==> src/rtl/ssm_tile_feeder_if.sv <==
// Tile-side bus of the SSM tile feeder: tile memory read port and the tile output stream.
// master = feeder, slave = memory/downstream consumer.
interface ssm_tile_feeder_if #(
    parameter int unsigned DW     = 16,
    parameter int unsigned N_TILE = 16,
    parameter int unsigned ADDR_W = 8
);
    // Tile memory read port
    logic                   mem_rd_en_o;
    logic [ADDR_W-1:0]      mem_addr_o;
    logic [N_TILE*DW-1:0]   mem_B_i;
    logic [N_TILE*DW-1:0]   mem_C_i;
    logic [N_TILE*DW-1:0]   mem_h_i;

    // Tile output stream
    logic                   tile_valid_o;
    logic                   tile_ready_i;
    logic                   tile_last_o;
    logic [N_TILE*DW-1:0]   B_tile_o;
    logic [N_TILE*DW-1:0]   C_tile_o;
    logic [N_TILE*DW-1:0]   hprev_tile_o;

    modport master (
        output mem_rd_en_o, mem_addr_o,
        input  mem_B_i, mem_C_i, mem_h_i,
        output tile_valid_o, tile_last_o, B_tile_o, C_tile_o, hprev_tile_o,
        input  tile_ready_i
    );

    modport slave (
        input  mem_rd_en_o, mem_addr_o,
        output mem_B_i, mem_C_i, mem_h_i,
        input  tile_valid_o, tile_last_o, B_tile_o, C_tile_o, hprev_tile_o,
        output tile_ready_i
    );
endinterface

==> src/rtl/ssm_tile_feeder.sv <==
// SSM tile feeder: latches frame scalars on start, reads B/C/hprev tiles from a fixed-latency
// tile memory and streams them through a credit-gated output FIFO with valid/ready/last.
// Optional macro SSM_FEEDER_PERF_EN adds stall/starve performance counters.
module ssm_tile_feeder #(
    parameter int unsigned DW      = 16,
    parameter int unsigned N_TILE  = 16,
    parameter int unsigned N_STATE = 128,
    parameter int unsigned MEM_LAT = 2,
    parameter int unsigned ADDR_W  = 8,
    parameter int unsigned FIFO_D  = 4
) (
    input  logic          clk,
    input  logic          rstn,
    input  logic          start_i,
    input  logic [DW-1:0] dt_i,
    input  logic [DW-1:0] dA_i,
    input  logic [DW-1:0] x_i,
    input  logic [DW-1:0] D_i,
    output logic          busy_o,
    output logic          done_o,
    output logic [DW-1:0] dt_o,
    output logic [DW-1:0] dA_o,
    output logic [DW-1:0] x_o,
    output logic [DW-1:0] D_o,
`ifdef SSM_FEEDER_PERF_EN
    output logic [31:0]   stall_cnt_o,
    output logic [31:0]   starve_cnt_o,
`endif
    ssm_tile_feeder_if.master tile_if
);

    localparam int unsigned NTiles = N_STATE / N_TILE;
    localparam int unsigned TileW  = N_TILE * DW;
    localparam int unsigned PtrW   = (FIFO_D > 1) ? $clog2(FIFO_D) : 1;
    localparam int unsigned CntW   = $clog2(FIFO_D + 1);

    typedef enum logic [1:0] {StIdle, StIssue, StDrain} state_e;

    state_e            state_q, state_d;
    logic              start_acc;
    logic              rd_en;
    logic              issue_last;
    logic [ADDR_W-1:0] issue_idx_q;

    logic [MEM_LAT-1:0] sr_valid_q;
    logic [MEM_LAT-1:0] sr_last_q;
    int unsigned        inflight;

    logic              push, push_last, pop;
    logic              fifo_empty, fifo_full;
    logic [CntW-1:0]   fifo_count_q;
    logic [PtrW-1:0]   wr_ptr_q, rd_ptr_q;
    logic [TileW-1:0]  fifo_b_q [FIFO_D];
    logic [TileW-1:0]  fifo_c_q [FIFO_D];
    logic [TileW-1:0]  fifo_h_q [FIFO_D];
    logic [FIFO_D-1:0] fifo_last_q;

    logic              done_q;
    logic [DW-1:0]     dt_q, dA_q, x_q, D_q;

    function automatic logic [PtrW-1:0] ptr_inc(input logic [PtrW-1:0] p);
        return (p == PtrW'(FIFO_D - 1)) ? '0 : p + 1'b1;
    endfunction

    assign start_acc  = (state_q == StIdle) && start_i;
    assign issue_last = (issue_idx_q == ADDR_W'(NTiles - 1));
    assign push       = sr_valid_q[MEM_LAT-1];
    assign push_last  = sr_last_q[MEM_LAT-1];
    assign fifo_empty = (fifo_count_q == '0);
    assign fifo_full  = (fifo_count_q == CntW'(FIFO_D));
    assign pop        = !fifo_empty && tile_if.tile_ready_i;

    // Reads still travelling through the latency line, excluding the tail being pushed now.
    always_comb begin
        inflight = 0;
        for (int i = 0; i < int'(MEM_LAT) - 1; i++) begin
            inflight += 32'(sr_valid_q[i]);
        end
    end

    // FSM state register.
    always_ff @(posedge clk or negedge rstn) begin
        if (!rstn) state_q <= StIdle;
        else       state_q <= state_d;
    end

    // FSM next state and credit-gated read strobe; a pop does not free a credit until next cycle.
    always_comb begin
        state_d = state_q;
        rd_en   = 1'b0;
        unique case (state_q)
            StIdle: begin
                if (start_i) state_d = StIssue;
            end
            StIssue: begin
                rd_en = (32'(fifo_count_q) + inflight + 32'(push)) < FIFO_D;
                if (rd_en && issue_last) state_d = StDrain;
            end
            StDrain: begin
                if (pop && tile_if.tile_last_o && (fifo_count_q == CntW'(1)) &&
                    (inflight == 0) && !push) begin
                    state_d = StIdle;
                end
            end
            default: state_d = StIdle;
        endcase
    end

    // Tile index counter, restarted on every accepted start.
    always_ff @(posedge clk or negedge rstn) begin
        if (!rstn)          issue_idx_q <= '0;
        else if (start_acc) issue_idx_q <= '0;
        else if (rd_en)     issue_idx_q <= issue_idx_q + 1'b1;
    end

    // Latency line carrying {valid, last} so the tail lines up with returning rdata.
    always_ff @(posedge clk or negedge rstn) begin
        if (!rstn) begin
            sr_valid_q <= '0;
            sr_last_q  <= '0;
        end else begin
            sr_valid_q[0] <= rd_en;
            sr_last_q[0]  <= rd_en && issue_last;
            for (int i = 1; i < int'(MEM_LAT); i++) begin
                sr_valid_q[i] <= sr_valid_q[i-1];
                sr_last_q[i]  <= sr_last_q[i-1];
            end
        end
    end

    // Output FIFO; the head is read straight from registers so data holds while stalled.
    always_ff @(posedge clk or negedge rstn) begin
        if (!rstn) begin
            fifo_count_q <= '0;
            wr_ptr_q     <= '0;
            rd_ptr_q     <= '0;
            fifo_last_q  <= '0;
            for (int i = 0; i < int'(FIFO_D); i++) begin
                fifo_b_q[i] <= '0;
                fifo_c_q[i] <= '0;
                fifo_h_q[i] <= '0;
            end
        end else begin
            if (push) begin
                fifo_b_q[wr_ptr_q]    <= tile_if.mem_B_i;
                fifo_c_q[wr_ptr_q]    <= tile_if.mem_C_i;
                fifo_h_q[wr_ptr_q]    <= tile_if.mem_h_i;
                fifo_last_q[wr_ptr_q] <= push_last;
                wr_ptr_q              <= ptr_inc(wr_ptr_q);
            end
            if (pop) rd_ptr_q <= ptr_inc(rd_ptr_q);
            if (push && !pop)      fifo_count_q <= fifo_count_q + 1'b1;
            else if (!push && pop) fifo_count_q <= fifo_count_q - 1'b1;
        end
    end

    // Credits make overflow impossible; firing here means the credit check is broken.
    overflow_a: assert property (@(posedge clk) disable iff (!rstn) !(push && fifo_full && !pop));

    // Done pulses the cycle after the last tile handshake.
    always_ff @(posedge clk or negedge rstn) begin
        if (!rstn) done_q <= 1'b0;
        else       done_q <= (state_q == StDrain) && pop && tile_if.tile_last_o;
    end

    // Frame scalars, held until the next accepted start.
    always_ff @(posedge clk or negedge rstn) begin
        if (!rstn) begin
            dt_q <= '0;
            dA_q <= '0;
            x_q  <= '0;
            D_q  <= '0;
        end else if (start_acc) begin
            dt_q <= dt_i;
            dA_q <= dA_i;
            x_q  <= x_i;
            D_q  <= D_i;
        end
    end

`ifdef SSM_FEEDER_PERF_EN
    logic [31:0] stall_cnt_q, starve_cnt_q;

    // Saturating stall/starve counters, cleared on accepted start.
    always_ff @(posedge clk or negedge rstn) begin
        if (!rstn) begin
            stall_cnt_q  <= '0;
            starve_cnt_q <= '0;
        end else if (start_acc) begin
            stall_cnt_q  <= '0;
            starve_cnt_q <= '0;
        end else begin
            if (!fifo_empty && !tile_if.tile_ready_i && (stall_cnt_q != '1)) begin
                stall_cnt_q <= stall_cnt_q + 1'b1;
            end
            if ((state_q != StIdle) && fifo_empty && (starve_cnt_q != '1)) begin
                starve_cnt_q <= starve_cnt_q + 1'b1;
            end
        end
    end

    assign stall_cnt_o  = stall_cnt_q;
    assign starve_cnt_o = starve_cnt_q;
`endif

    assign busy_o = (state_q != StIdle);
    assign done_o = done_q;
    assign dt_o   = dt_q;
    assign dA_o   = dA_q;
    assign x_o    = x_q;
    assign D_o    = D_q;

    assign tile_if.mem_rd_en_o  = rd_en;
    assign tile_if.mem_addr_o   = issue_idx_q;
    assign tile_if.tile_valid_o = !fifo_empty;
    assign tile_if.tile_last_o  = !fifo_empty && fifo_last_q[rd_ptr_q];
    assign tile_if.B_tile_o     = fifo_b_q[rd_ptr_q];
    assign tile_if.C_tile_o     = fifo_c_q[rd_ptr_q];
    assign tile_if.hprev_tile_o = fifo_h_q[rd_ptr_q];

endmodule

==> src/flat_wrapper.sv <==
// flat-port wrapper written by rule: the top's interface ports become plain ports
module ssm_tile_feeder_flat 
#(
    parameter int unsigned DW      = 16,
    parameter int unsigned N_TILE  = 16,
    parameter int unsigned N_STATE = 128,
    parameter int unsigned MEM_LAT = 2,
    parameter int unsigned ADDR_W  = 8,
    parameter int unsigned FIFO_D  = 4
)
  (clk, rstn, start_i, dt_i, dA_i, x_i, D_i, busy_o, done_o, dt_o, dA_o, x_o, D_o, tile_if_mem_rd_en_o, tile_if_mem_addr_o, tile_if_mem_B_i, tile_if_mem_C_i, tile_if_mem_h_i, tile_if_tile_valid_o, tile_if_tile_last_o, tile_if_B_tile_o, tile_if_C_tile_o, tile_if_hprev_tile_o, tile_if_tile_ready_i);
  ssm_tile_feeder_if #(.DW(DW), .N_TILE(N_TILE), .ADDR_W(ADDR_W)) tile_if_i ();
  input  logic clk;
  input  logic rstn;
  input  logic start_i;
  input  logic [DW-1:0] dt_i;
  input  logic [DW-1:0] dA_i;
  input  logic [DW-1:0] x_i;
  input  logic [DW-1:0] D_i;
  output logic busy_o;
  output logic done_o;
  output logic [DW-1:0] dt_o;
  output logic [DW-1:0] dA_o;
  output logic [DW-1:0] x_o;
  output logic [DW-1:0] D_o;
  output wire logic [$bits(tile_if_i.mem_rd_en_o)-1:0] tile_if_mem_rd_en_o;
  output wire logic [$bits(tile_if_i.mem_addr_o)-1:0] tile_if_mem_addr_o;
  input wire logic [$bits(tile_if_i.mem_B_i)-1:0] tile_if_mem_B_i;
  input wire logic [$bits(tile_if_i.mem_C_i)-1:0] tile_if_mem_C_i;
  input wire logic [$bits(tile_if_i.mem_h_i)-1:0] tile_if_mem_h_i;
  output wire logic [$bits(tile_if_i.tile_valid_o)-1:0] tile_if_tile_valid_o;
  output wire logic [$bits(tile_if_i.tile_last_o)-1:0] tile_if_tile_last_o;
  output wire logic [$bits(tile_if_i.B_tile_o)-1:0] tile_if_B_tile_o;
  output wire logic [$bits(tile_if_i.C_tile_o)-1:0] tile_if_C_tile_o;
  output wire logic [$bits(tile_if_i.hprev_tile_o)-1:0] tile_if_hprev_tile_o;
  input wire logic [$bits(tile_if_i.tile_ready_i)-1:0] tile_if_tile_ready_i;
  assign tile_if_mem_rd_en_o = tile_if_i.mem_rd_en_o;
  assign tile_if_mem_addr_o = tile_if_i.mem_addr_o;
  assign tile_if_i.mem_B_i = tile_if_mem_B_i;
  assign tile_if_i.mem_C_i = tile_if_mem_C_i;
  assign tile_if_i.mem_h_i = tile_if_mem_h_i;
  assign tile_if_tile_valid_o = tile_if_i.tile_valid_o;
  assign tile_if_tile_last_o = tile_if_i.tile_last_o;
  assign tile_if_B_tile_o = tile_if_i.B_tile_o;
  assign tile_if_C_tile_o = tile_if_i.C_tile_o;
  assign tile_if_hprev_tile_o = tile_if_i.hprev_tile_o;
  assign tile_if_i.tile_ready_i = tile_if_tile_ready_i;
  ssm_tile_feeder #(.DW(DW), .N_TILE(N_TILE), .N_STATE(N_STATE), .MEM_LAT(MEM_LAT), .ADDR_W(ADDR_W), .FIFO_D(FIFO_D)) u_core (.clk(clk), .rstn(rstn), .start_i(start_i), .dt_i(dt_i), .dA_i(dA_i), .x_i(x_i), .D_i(D_i), .busy_o(busy_o), .done_o(done_o), .dt_o(dt_o), .dA_o(dA_o), .x_o(x_o), .D_o(D_o), .tile_if(tile_if_i));
endmodule
==> config.mk <==
export PLATFORM = sky130hd
export DESIGN_NAME = ssm_tile_feeder_flat
export DESIGN_NICKNAME = d
export VERILOG_FILES = /design/src/rtl/ssm_tile_feeder_if.sv /design/src/rtl/ssm_tile_feeder.sv /design/src/flat_wrapper.sv
export SDC_FILE = /design/constraint.sdc
export NUM_CORES = 2
export LEC_CHECK = 0
export BUFFER_PORTS_ARGS = -buffer_cell sky130_fd_sc_hd__buf_2
export CAP_MARGIN = 40
export CORE_AREA = 8 8 641 643
export CTS_CLUSTER_DIAMETER = 60
export DETAILED_ROUTE_END_ITERATION = 10
export DIE_AREA = 0 0 649 651
export SKIP_CTS_REPAIR_TIMING = 1
export SYNTH_ARGS = -nofsm -noshare
export SYNTH_HDL_FRONTEND = slang
export SYNTH_SLANG_ARGS = --single-unit
==> constraint.sdc <==
create_clock -name clk -period 2.67 [get_ports clk]
set_clock_uncertainty 0.2 [all_clocks]
set_input_delay 0.267 -clock clk [delete_from_list [all_inputs] [get_ports clk]]
set_output_delay 0.267 -clock clk [all_outputs]
set_load 0.01 [all_outputs]
=== Word-level counts from Yosys, hierarchy flattened ===
Index checks and enable logic that the tools add are counted.

* Add/sub/neg operators: 7
* $mul: 0
* Divide/modulo/power cells: 0
* Magnitude comparators: 7
* Eq/ne operators: 9
* Shift operators: 0
* Muxes and demuxes: 30
* Bitwise logic cells: 2
* Reductions and logical operators: 25

{| class="wikitable"
|+ Operator list
! operator !! number
|-
| $bwmux 1024 || 3
|-
| $mux 256 || 7
|-
| $bmux 256 s2 || 3
|-
| $demux 256 s2 || 1
|-
| $add 32x1->32 || 1
|-
| $logic_not 32->1 || 1
|-
| $lt 32x3->1 const B || 1
|-
| $mux 8 || 2
|-
| $logic_and 1x1->1 || 15
|-
| $mux 2 || 5
|-
| $add 8x1->8 const B || 1
|-
| $eq 8x3->1 const B || 1
|-
| $eq 2x2->1 const B || 3
|-
| $ge 3x3->1 const B || 2
|-
| $lt 2x3->1 const B || 2
|-
| $mux 3 || 2
|-
| $not 2->3 || 2
|-
| $pmux 2 s3 || 1
|-
| $reduce_bool 2->1 || 3
|-
| $add 2x1->2 const B || 2
|-
| $add 3x1->4 || 1
|-
| $bwmux 4 || 1
|-
| $ne 2x1->1 const B || 2
|-
| $add 3x1->3 const B || 1
|-
| 13 further kinds || 17
|}

* Bits in registers: 3162
* Latch bits: 0
* Bits in writable memories: 0
* Bits in read-only memories: 0
* Bits of input ports: 836
* Output and inout bits: 845
* Logic and storage cells: 105
* Memories kept: 0

=== Depth between registers and ports, before layout ===
* Depth in word-level cells: 9
* Depth in mapped cells: 8
* Depth with buffers taken out: 8

=== Least setup slack after synthesis ===
OpenSTA, ideal clock, no wires.

* Path kind: reg-to-reg
* Start point: register u_core.fifo_count_q[0]
* End point: register u_core.issue_idx_q[5], in the netlist u_core.tile_if.mem_addr_o[5]
* Library setup time: 136 ps
* Data arrival time: 1676 ps
* Required time: 2334 ps
* Setup slack: 658 ps
* Cell stages (with the launch flop): 8
* Path buffers: 0
* Clock period less this slack: 2012 ps
* Cells stage by stage: dfrtp_1 > ha_1 > ha_1 > nand3_1 > nand2b_1 > or2_4 > o311ai_1 > o41ai_1

* Word-level cells in the longest chain between the ends: 5

{| class="wikitable"
|+ RTL lines
! item !! line !! source
|-
| start, declared || ssm_tile_feeder.sv:51 || <nowiki>logic [CntW-1:0] fifo_count_q;</nowiki>
|-
| start signal, assigned || ssm_tile_feeder.sv:152 || <nowiki>if (push && !pop) fifo_count_q <= fifo_count_q + 1'b1;</nowiki>
|-
| start signal, assigned || ssm_tile_feeder.sv:153 || <nowiki>else if (!push && pop) fifo_count_q <= fifo_count_q - 1'b1;</nowiki>
|-
| $add 3x1->4 || ssm_tile_feeder.sv:96 || <nowiki>rd_en = (32'(fifo_count_q) + inflight + 32'(push)) < FIFO_D;</nowiki>
|-
| $add 32x1->32 || ssm_tile_feeder.sv:96 ||
|-
| $lt 32x3->1 || ssm_tile_feeder.sv:96 ||
|-
| $mux 1 || ssm_tile_feeder.sv:91 || <nowiki>unique case (state_q)</nowiki>
|-
| $reduce_bool 2->1 (no source line) || n/a ||
|-
| end signal, assigned || ssm_tile_feeder.sv:113 || <nowiki>else if (rd_en) issue_idx_q <= issue_idx_q + 1'b1;</nowiki>
|-
| end, declared || ssm_tile_feeder.sv:43 || <nowiki>logic [ADDR_W-1:0] issue_idx_q;</nowiki>
|}

No other way between the ends.
A chain may end at the register's enable or synchronous reset.

=== Worst setup path after layout ===
* Start point: register u_core.rd_ptr_q[0]
* End point: output tile_if_C_tile_o[109]

* Word-level cells in the longest chain between the ends: 4

{| class="wikitable"
|+ RTL lines
! item !! line !! source
|-
| start, declared || ssm_tile_feeder.sv:52 || <nowiki>logic [PtrW-1:0] wr_ptr_q, rd_ptr_q;</nowiki>
|-
| start signal, assigned || ssm_tile_feeder.sv:151 || <nowiki>if (pop) rd_ptr_q <= ptr_inc(rd_ptr_q);</nowiki>
|-
| $not 2->3 (implied by the code) || ssm_tile_feeder.sv:218 || <nowiki>assign tile_if.C_tile_o = fifo_c_q[rd_ptr_q];</nowiki>
|-
| $bmux 256 s2 || ssm_tile_feeder.sv:218 ||
|-
| $mux 256 (implied by the code) (2 in a row) || ssm_tile_feeder.sv:218 ||
|-
| end, declared || flat_wrapper.sv:34 || <nowiki>output wire logic [$bits(tile_if_i.C_tile_o)-1:0] tile_if_C_tile_o;</nowiki>
|}

No other way between the ends. The select of a mux whose other input is x is not followed.

==> results_dict.tcl <==
set metrics [dict create \
    status "finished, violations left" \
    violations "setup timing" \
    grt_pass1_vias 88600 \
    cts-root-buf "clkbuf_16" \
    r2r_setup_slack_ns 0.20 \
    r2r-end "u_core.x_o[4]$_DFFE_PN0P_" \
    cp-end-kind "output port" \
    drive_above_1_share_pct 57.3 \
    p_sw_uw 88000 \
    rows 233 \
    switching_share_pct 35.0 \
    finalMaxSlewViolations 0 \
    synth_nets 8667 \
    cap_viol_max_count 0 \
    cts_tree "yes" \
    grt.total_usage_pct 21.2 \
    die_h_um 651 \
    fmax_mhz 302 \
    insertion_delay_ns 0.88 \
    syn_area_um2 136000 \
    drtIter0Drc 5632 \
    required_ns 2.20 \
    totalPowerFinal_uw 251000 \
    yosysSeqAreaShare_pct 58.3 \
    p_per_area_nw_per_um2 1390 \
    p_seq_share_pct 34.1 \
    grt_pass1_wl_um 662000 \
    grt_max_degree 136 \
    post_drt_wl_per_cell_um 28.3 \
    hold_viol 0 \
    via_count 87500 \
    fp.dieW_um 649 \
    nNetsFinal 12000 \
    initial_core_util_pct 33.9 \
    clockBufferDepth 4 \
    rsz0062_at_grt "yes" \
    power.internal_uw 163000 \
    clk_pin_slew_ns 0.06 \
    ctsHtreeMaxLevel 5 \
    vdd_drop_max_v 0.000721 \
    dpl.hpwl_um 347000 \
    p_leak_uw 0.0772 \
    gp_congestion 0.868 \
    synthDistinctLibCells 33 \
    synthDominantCellAreaShare_pct 58.3 \
    worstSetupPathType "reg -> out" \
    setup_tns_ns -401.73 \
    worst_pin_slew_ns 0.958 \
    ant_nets 0 \
    p_comb_share_pct 45.3 \
    postLayoutCellArea_um2 180000 \
    crit_end "tile_if_C_tile_o[109]" \
    yosys_warnings 0 \
    cts_buffers 365 \
    die_area_um2 422000 \
    avgSynthCellArea_um2 17.4 \
    clkSinkCount 3162 \
    syn_to_final_growth_pct 32.9 \
    maxSlewHeadroom_pct 35.9 \
    core_area_um2 401000 \
    worst-path-max-fanout 19 \
    synth.area.top_cells "dfrtp_1 58%, mux2_2 26%, mux4_2 13%" \
    synth_area_leader_cell "dfrtp_1" \
    dr.pass1.iters 7 \
    clock_power_share_pct 20.6 \
    overflow 0 \
    start_kind "flip-flop" \
    rr_worst_depth 6 \
    drc 0 \
    synth-seq-cells 3162 \
    hold_class "in -> reg" \
    setup_ws_ns -0.636 \
    num_io_pins 1681 \
    period_share_pct 124 \
    routed_wl_um 478000 \
    vias_per_cell 5.18 \
    antenna_found_initial 259 \
    io_buffers 1680 \
    final-setup-viol-count 770 \
    arrival_ns 2.84 \
    hold_start "tile_if_mem_C_i[115]" \
    finalCriticalPeriod_ns 3.31 \
    syn-instance-count 7818 \
    holdWs_ns 0.0362 \
    cp-startpoint "u_core.rd_ptr_q[0]$_DFFE_PN0P_" \
    place_area_um2 153000 \
    timing.rr.start "u_core.state_q[0]$_DFFE_PN0P_" \
]
power groups by stage:
stage / logic, µW / clock network [µW] / registers [µW]
CTS: 111000 / 53000 / 85100
finish: 114000 / 51800 / 85700
detailed placement: 111000 / 0 / 85900
global route: 120000 / 55000 / 88100
floorplan: 69000 / 0 / 81100
global placement: 108000 / 0 / 83500
metal layers:
metal	vias up	wire, µm	GRT usage [%]
li1	36100	-	-
met1	47100	172000	23.6
met2	3174	247000	36.6
met3	1106	31600	5.74
met4	62	26300	12.2
met5	-	413	0
worst min path at each step:
stage | slack (ns) | end | cells past startpoint
2_1_floorplan | -0.23 | u_core.D_o[0]$_DFFE_PN0P_ | 0
3_3_place_gp | 0.08 | u_core.fifo_c_q[264]$_DFFE_PN0P_ | 1
3_5_place_dp | 0.08 | u_core.fifo_c_q[264]$_DFFE_PN0P_ | 1
4_1_cts | -0.96 | u_core.fifo_c_q[264]$_DFFE_PN0P_ | 1
5_1_grt | -0.03 | u_core.fifo_c_q[827]$_DFFE_PN0P_ | 3
6_report | 0.04 | u_core.fifo_c_q[371]$_DFFE_PN0P_ | 3
stage by stage:
stage          setup WS, ns  cells  util [%]
2_1_floorplan         0.658   7818         -
3_3_place_gp        0.00298  14600      38.1
3_5_place_dp          0.183  14600      38.1
4_1_cts              -0.846  15300      41.2
5_1_grt              -0.801  16800      45.0
6_report             -0.636  16900      45.0
Yosys cell counts:
master and instances:
nand2b_1 3, buf_4 204, o21ai_0 3, xor2_1 2, nand3b_1 1, clkbuf_1 23, buf_2 235, xnor2_1 4
mux2i_1 5, and3_1 1, o22ai_1 1, nor3_1 5, or2_4 1, nor4bb_1 1, inv_1 5, nor2_1 10
ha_1 13, mux2_2 3077, a21o_1 1, nor4b_1 1, buf_6 33, and2_1 4, nand4_1 3, mux4_2 769
a21oi_1 2, o41ai_1 1, inv_2 1, nand3_1 3, buf_1 33, nand2_1 206, nand2_2 4, o311ai_1 1
dfrtp_1 3162
worst max-delay path, stage by stage (launching register included):
cell	delay, ns
dfrtp_4	0.44
buf_4	0.14
buf_16	0.18
buf_6	0.16
clkbuf_16	0.23
mux4_2	0.53
buf_2	0.19
state kept, by name, indices dropped and copies added (netlist names), 3 cells and up:
signal and flops:
u_core.fifo_b_q 1024, u_core.fifo_count_q 3, u_core.fifo_last_q 4, u_core.dt_o 16
u_core.fifo_h_q 1024, u_core.fifo_c_q 1024, u_core.D_o 16, u_core.tile_if.mem_addr_o 8
u_core.x_o 16, u_core.dA_o 16
final cells by class:
cell class | instances | area, µm²
Fill cell | 34700 | 220000
Sequential cell | 3162 | 79100
Multi-Input combinational cell | 4122 | 53300
Timing Repair Buffer | 3484 | 28300
Clock buffer | 537 | 10900
Tap cell | 5287 | 6620
Clock inverter | 125 | 1700
Antenna cell | 163 | 408
Inverter | 6 | 22.5
layout by cell type (no fill, tap or decap), types with 17 or more instances in the layout:
master,count
dlygate4sd3_1,1378
buf_2,1667
dfrtp_1,3160
clkbuf_8,99
clkbuf_16,389
nand2_1,205
mux2_2,3077
diode_2,163
mux4_2,769
bufinv_16,30
buf_6,17
buf_12,173
clkbuf_1,67
buf_4,211
clkinv_2,45
logic make-up (layout without fill, tap and decap cells):
group / count (synthesis) / after routing / share of synthesized area (%)
AO/OA/AOI/OAI: 9 / 9 / 0.0415
flip-flops: 3162 / 3162 / 58.3
adder cells (fa/ha/maj): 13 / 13 / 0.120
AND/OR/NAND/NOR: 243 / 243 / 0.722
other: 0 / 163 / 0
multiplexers: 3851 / 3851 / 38.3
buffers and inverters: 534 / 4152 / 2.44
XOR/XNOR: 6 / 6 / 0.0387
(Power assumes the default switching activity.)
